==> config.mk <==
export PLATFORM = sky130hd
export DESIGN_NAME = lsu_align
export DESIGN_NICKNAME = d
export VERILOG_FILES = /design/src/rtl/lsu_align.sv
export SDC_FILE = /design/constraint.sdc
export NUM_CORES = 1
export LEC_CHECK = 0
export ABC_AREA = 1
export CAP_MARGIN = 20
export CORE_MARGIN = 10
export CORE_UTILIZATION = 44
export CTS_BUF_LIST = sky130_fd_sc_hd__clkbuf_8
export DETAILED_ROUTE_END_ITERATION = 10
export GPL_TIMING_DRIVEN = 0
export PLACE_DENSITY = 0.89
export SYNTH_ARGS = -nofsm -noshare
export SYNTH_HDL_FRONTEND = slang
export SYNTH_SLANG_ARGS = --single-unit
==> constraint.sdc <==
create_clock -name clk_i -period 9.6 [get_ports clk_i]
set_input_delay 2.88 -clock clk_i [delete_from_list [all_inputs] [get_ports clk_i]]
set_output_delay 2.88 -clock clk_i [all_outputs]
set_load 0.01 [all_outputs]
==> src/rtl/lsu_align.sv <==
// Load/store alignment unit in front of the data memory: aligned accesses pass
// through, misaligned word/half-word accesses are split into byte accesses.
`ifndef WIDTH_32
`define WIDTH_32  3'b000
`define WIDTH_16S 3'b001
`define WIDTH_16U 3'b010
`define WIDTH_8S  3'b011
`define WIDTH_8U  3'b100
`endif

module lsu_align #(
  parameter int WIDTH = 32
) (
  input  logic             clk_i,
  input  logic             rst_i,
  input  logic             mem_en_i,
  input  logic             we_i,
  input  logic [2:0]       width_src_i,
  input  logic [WIDTH-1:0] addr_i,
  input  logic [WIDTH-1:0] wd_i,
  input  logic [WIDTH-1:0] dm_rd_i,
  output logic             dm_we_o,
  output logic [2:0]       dm_width_src_o,
  output logic [WIDTH-1:0] dm_addr_o,
  output logic [WIDTH-1:0] dm_wd_o,
  output logic [WIDTH-1:0] rd_o,
  output logic             stall_o,
  output logic             misaligned_o
);

  typedef enum logic {IDLE, SPLIT} state_t;

  state_t           state_reg;
  logic [1:0]       k_reg;
  logic [WIDTH-1:0] asm_reg;

  logic             is_w32, is_w16, is_w8, is_signed;
  logic             req, split, last;
  logic [1:0]       k_last, k_cur;
  logic [WIDTH-1:0] asm_mix, raw;

  always_comb begin
    is_w32       = (width_src_i == `WIDTH_32);
    is_w16       = (width_src_i == `WIDTH_16S) || (width_src_i == `WIDTH_16U);
    is_w8        = (width_src_i == `WIDTH_8S) || (width_src_i == `WIDTH_8U);
    is_signed    = (width_src_i == `WIDTH_16S) || (width_src_i == `WIDTH_8S);
    // An unknown width code behaves like no memory operation at all.
    req          = mem_en_i && (is_w32 || is_w16 || is_w8);
    misaligned_o = req && ((is_w32 && (addr_i[1:0] != 2'b00)) || (is_w16 && addr_i[0]));
    split        = misaligned_o && !rst_i;
    k_last       = is_w32 ? 2'd3 : 2'd1;
    k_cur        = (state_reg == SPLIT) ? k_reg : 2'd0;
    last         = (k_cur == k_last);
  end

  always_ff @(posedge clk_i) begin
    if (rst_i) begin
      state_reg <= IDLE;
      k_reg     <= 2'd0;
      asm_reg   <= '0;
    end else if (split && !last) begin
      state_reg <= SPLIT;
      k_reg     <= k_cur + 2'd1;
      asm_reg[{k_cur, 3'b000} +: 8] <= dm_rd_i[7:0];
    end else begin
      state_reg <= IDLE;
      k_reg     <= 2'd0;
      asm_reg   <= '0;
    end
  end

  always_comb begin
    dm_addr_o = addr_i;
    dm_wd_o   = wd_i;
    dm_we_o   = req && we_i && !rst_i;
    stall_o   = 1'b0;
    if (is_w16)     dm_width_src_o = `WIDTH_16S;
    else if (is_w8) dm_width_src_o = `WIDTH_8S;
    else            dm_width_src_o = `WIDTH_32;
    if (split) begin
      dm_width_src_o = `WIDTH_8S;
      dm_addr_o      = addr_i + WIDTH'(k_cur);
      dm_wd_o        = {{(WIDTH-8){1'b0}}, wd_i[{k_cur, 3'b000} +: 8]};
      dm_we_o        = we_i;
      stall_o        = !last;
    end
  end

  // The final byte of a split load bypasses the collect register.
  always_comb begin
    asm_mix = asm_reg;
    asm_mix[{k_last, 3'b000} +: 8] = dm_rd_i[7:0];
    raw  = split ? asm_mix : dm_rd_i;
    rd_o = '0;
    if (req && !we_i && !rst_i) begin
      if (is_w32)      rd_o = raw;
      else if (is_w16) rd_o = {{(WIDTH-16){is_signed & raw[15]}}, raw[15:0]};
      else             rd_o = {{(WIDTH-8){is_signed & raw[7]}}, raw[7:0]};
    end
  end

endmodule

==> run summary <==
The y dimension of the die is 114 µm. Setup total negative slack on the finished layout was measured at 0 ps. In the layout the commonest cells are sky130_fd_sc_hd__nand2_1 (244), sky130_fd_sc_hd__clkdlybuf4s50_1 (203), sky130_fd_sc_hd__nor2_1 (89), sky130_fd_sc_hd__inv_1 (89), sky130_fd_sc_hd__o21ai_0 (63). The initial antenna violation count is 0.

In the final layout, the multi-input gates occupy 0.00276 mm². STA classifies the critical path endpoint as an output port. In this run the critical register-to-register path is launched from state_reg$_SDFF_PP0_. The total congestion overflow after global routing is 0. The via count of the first global-routing pass came out at 5062. The worst endpoint data arrival time came out at 5810 ps. Using the TritonRoute via totals, the vias-per-cell ratio works out to 5.18.

The maximum number of pins on one net before global-route repair came out at 15. Setup repair after global routing left no endpoint under its margin. The combined global-route utilization of all metal layers came out at 24.0%. The final-report max-slew violation count was 0. The die footprint came out at 0.0129 mm². The half-perimeter wire length of the detailed placement result is 13600 µm. The root buffer cell chosen for the clock tree is sky130_fd_sc_hd__clkbuf_8. The post-cts sizing count is 0. The detailed-route wire length per cell came out at 16.1 µm.

At the pin with the least slew margin, the transition time is 564 ps. The tool flagged a number of max-cap violations equal to 0. Counting along the longest clock path gives a buffer depth of 2.

IR analysis of the VDD net gives a maximum drop of 0.0549 mV. The library cell used most frequently in the layout, excluding fill and tap cells, is sky130_fd_sc_hd__nand2_1. The number of nets with antenna violations after routing is 0. The initial core utilization came out at 44.6%. The post-CTS repair timing setup buffer count is 0. The final count of negative-setup-slack endpoints came out at 0. In this run the worst path has a maximum fanout of 4.

The proportion of synthesized chip area in sequential cells came out at 14.0%. The share of cells above drive strength 1 came out at 7.40%. The number of ports placed on the die boundary is 205. The number of clock buffers inserted by TritonCTS is 3. The relative slew slack is 62.3%. The min-delay analysis places its worst path in the category flop to flop. The count of buffers added on input and output ports is 203. The endpoint identified for the worst register-to-register timing path is asm_reg[12]$_SDFFE_PP0P_. The destination of the worst hold path is asm_reg[23]$_SDFFE_PP0P_.

Based on the critical path, the design can be clocked at up to 115 MHz. The fraction of the core area covered by cells at the end of the flow is 70.2%. TritonCTS built the clock tree.

The number of H-tree levels came out at 1. The total length of routed wires came out at 16600 µm. The area of the core is 0.00864 mm². STA classifies the critical path startpoint as an input port.

The count of yosys warnings during synthesis came out at 0. After technology mapping, the gate count stands at 712. The run finished with clean final reports. The total of flip-flops plus latches after synthesis is 27. The width of the chip is 114 µm. The minimum setup slack in the final design came out at 910 ps. The area added between synthesis and finish came out at 57.5%. The routed via count came out at 5316. The diode insertion count for antenna repair came out at 0. The weighted congestion at the end of routability-driven global placement came out at 0.985. For this design the static power due to leakage is 0.00262 µW.

The number of nets produced by synthesis came out at 821. The period utilization came out at 90.5%. The number of detailed-route iterations in the first pass is 5. The post-synthesis instance area came out at 0.00385 mm². The power per unit of standard cell area came out at 59.2 mW/mm². The finished layout holds 1027 standard cells, fillers aside. After filler insertion, the fill cell instance count of the layout stands at 757. The count of distinct cell types in the synthesized netlist came out at 36. The startpoint identified for the worst hold timing path is asm_reg[23]$_SDFFE_PP0P_.

The final net count is 1029. The clock-pin transition on the worst setup and hold timing paths is 100 ps. The number of cells on the worst reg-to-reg path is 9. The instance count along the most critical hold path is 2. The final setup skew came out at 2.22 ps. The DRC violation count after routing is 0.

The final hold violation count came out at 0. The shortest period the worst path allows came out at 8690 ps. The wire length of the first global-routing pass is 25900 µm. The number of clock sinks came out at 27.

In the final layout, flip-flops and latches occupy 541 µm². Once placement completed, the tool counted placed cells totaling 1023. The setup path with the least slack is of type input port to output port. At the placement stage, the worst setup path has a slack of 955 ps. STA puts the critical path data required time at 6720 ps.

The site row count is 34. The latest clock arrival within the worst-skew pair is 280 ps. The violation count after the first detailed-route iteration is 373. The post-cts hold buffer count came out at 0. The number of flip-flops in the largest register came out at 24. The minimum setup slack among reg-to-reg paths is 6850 ps. The average instance area after synthesis came out at 5.40 µm².
[Yosys cell counts]
master                     number  area [µm²]
sky130_fd_sc_hd__nand2_1      244         916
sky130_fd_sc_hd__nor2_1        89         334
sky130_fd_sc_hd__inv_1         88         330
sky130_fd_sc_hd__o21ai_0       63         315
sky130_fd_sc_hd__nand3_1       38         190
sky130_fd_sc_hd__dfxtp_1       27         541
sky130_fd_sc_hd__nor2_4        22         248
sky130_fd_sc_hd__a21oi_1       17        85.1
sky130_fd_sc_hd__buf_2         14        70.1
sky130_fd_sc_hd__xor2_1        12         105
sky130_fd_sc_hd__nand4_1       10        62.6
sky130_fd_sc_hd__nor2_2        10        62.6
sky130_fd_sc_hd__a22oi_1        8        60.1
sky130_fd_sc_hd__a32oi_1        8        70.1
sky130_fd_sc_hd__o22ai_1        8        50.1
sky130_fd_sc_hd__clkbuf_1       6        22.5
sky130_fd_sc_hd__nor3_1         6        30.0
sky130_fd_sc_hd__ha_1           5        62.6
sky130_fd_sc_hd__clkinv_1       4        15.0
sky130_fd_sc_hd__inv_2          4        15.0
sky130_fd_sc_hd__nand3b_1       4        30.0
sky130_fd_sc_hd__buf_1          3        11.3
sky130_fd_sc_hd__buf_4          3        22.5
sky130_fd_sc_hd__nand2_2        3        18.8
sky130_fd_sc_hd__xnor2_1        3        26.3
sky130_fd_sc_hd__buf_12         2        40.0
sky130_fd_sc_hd__nor3_2         2        20.0
sky130_fd_sc_hd__a21oi_4        1        16.3
sky130_fd_sc_hd__and3_1         1        6.26
sky130_fd_sc_hd__buf_6          1        11.3
sky130_fd_sc_hd__conb_1         1        3.75
sky130_fd_sc_hd__fa_1           1        20.0
sky130_fd_sc_hd__inv_4          1        6.26
sky130_fd_sc_hd__nand3_4        1        17.5
sky130_fd_sc_hd__nor4_1         1        6.26
sky130_fd_sc_hd__or2_2          1        6.26
[cell families (layout without fill, tap and decap cells)]
family / count (synthesis) / after routing / synth area share (%)
fa+ha+maj: 6 / 6 / 2.15
other cells: 1 / 1 / 0.0975
simple gates: 432 / 432 / 50.6
xor+xnor: 15 / 15 / 3.41
compound gates: 105 / 105 / 15.5
buf+inv: 126 / 333 / 14.1
flops: 27 / 27 / 14.0
[report_power, final]
group	internal [µW]	total (µW)	switching [µW]
Clock	28.8	67.5	38.7
Sequential	113	113	0.397
Combinational	93.9	178	84.1
Total	235	359	123
[metrics by stage]
stage | hold WS, ps | cell area (µm²) | power, µW
6_report | 545 | 6060 | 359
3_5_place_dp | 508 | 6010 | 293
3_3_place_gp | 498 | 6010 | 292
2_1_floorplan | 479 | 3850 | 186
4_1_cts | 533 | 6060 | 357
5_1_grt | 561 | 6060 | 376
[worst max-delay path, cell delays in order]
cell	delay, ps
sky130_fd_sc_hd__clkdlybuf4s50_1	510
sky130_fd_sc_hd__ha_1	190
sky130_fd_sc_hd__inv_1	60
sky130_fd_sc_hd__fa_1	400
sky130_fd_sc_hd__inv_1	70
sky130_fd_sc_hd__nand3_1	140
sky130_fd_sc_hd__nor2_1	250
sky130_fd_sc_hd__inv_1	90
sky130_fd_sc_hd__nor2_1	300
sky130_fd_sc_hd__nand3_1	120
sky130_fd_sc_hd__nand2_1	80
sky130_fd_sc_hd__nand2_1	40
sky130_fd_sc_hd__o21ai_0	90
sky130_fd_sc_hd__clkdlybuf4s50_1	580
[worst max-delay path by stage]
stage                    from            end  depth (start not counted)
floorplan           addr_i[0]  dm_addr_o[16]                         11
global placement    addr_i[0]  dm_addr_o[30]                         14
detailed placement  addr_i[0]  dm_addr_o[30]                         14
CTS                 addr_i[0]  dm_addr_o[30]                         14
global route        addr_i[0]  dm_addr_o[30]                         14
finish              addr_i[0]  dm_addr_o[30]                         14
[layer usage]
layer / track usage, % / share of wire, % / vias to the layer above
li1: - / - / 2655
met1: 29.4 / 40 / 2352
met2: 40.5 / 46 / 277
met3: 6.14 / 11 / 32
met4: 6.51 / 2.4 / 0
met5: 0 / 0 / -
[cell type report]
| type | count | share of cell area (%) |
|---|---|---|
| tap | 108 | 2.23 |
| buffer | 29 | 2.93 |
| sequential | 27 | 8.92 |
| clock inverter | 1 | 0.0619 |
| timing repair buffer | 203 | 33.5 |
| clock buffer | 3 | 0.681 |
| multi-input combinational | 559 | 45.6 |
| inverter | 97 | 6.05 |
Power figures use the tool's default switching activity.
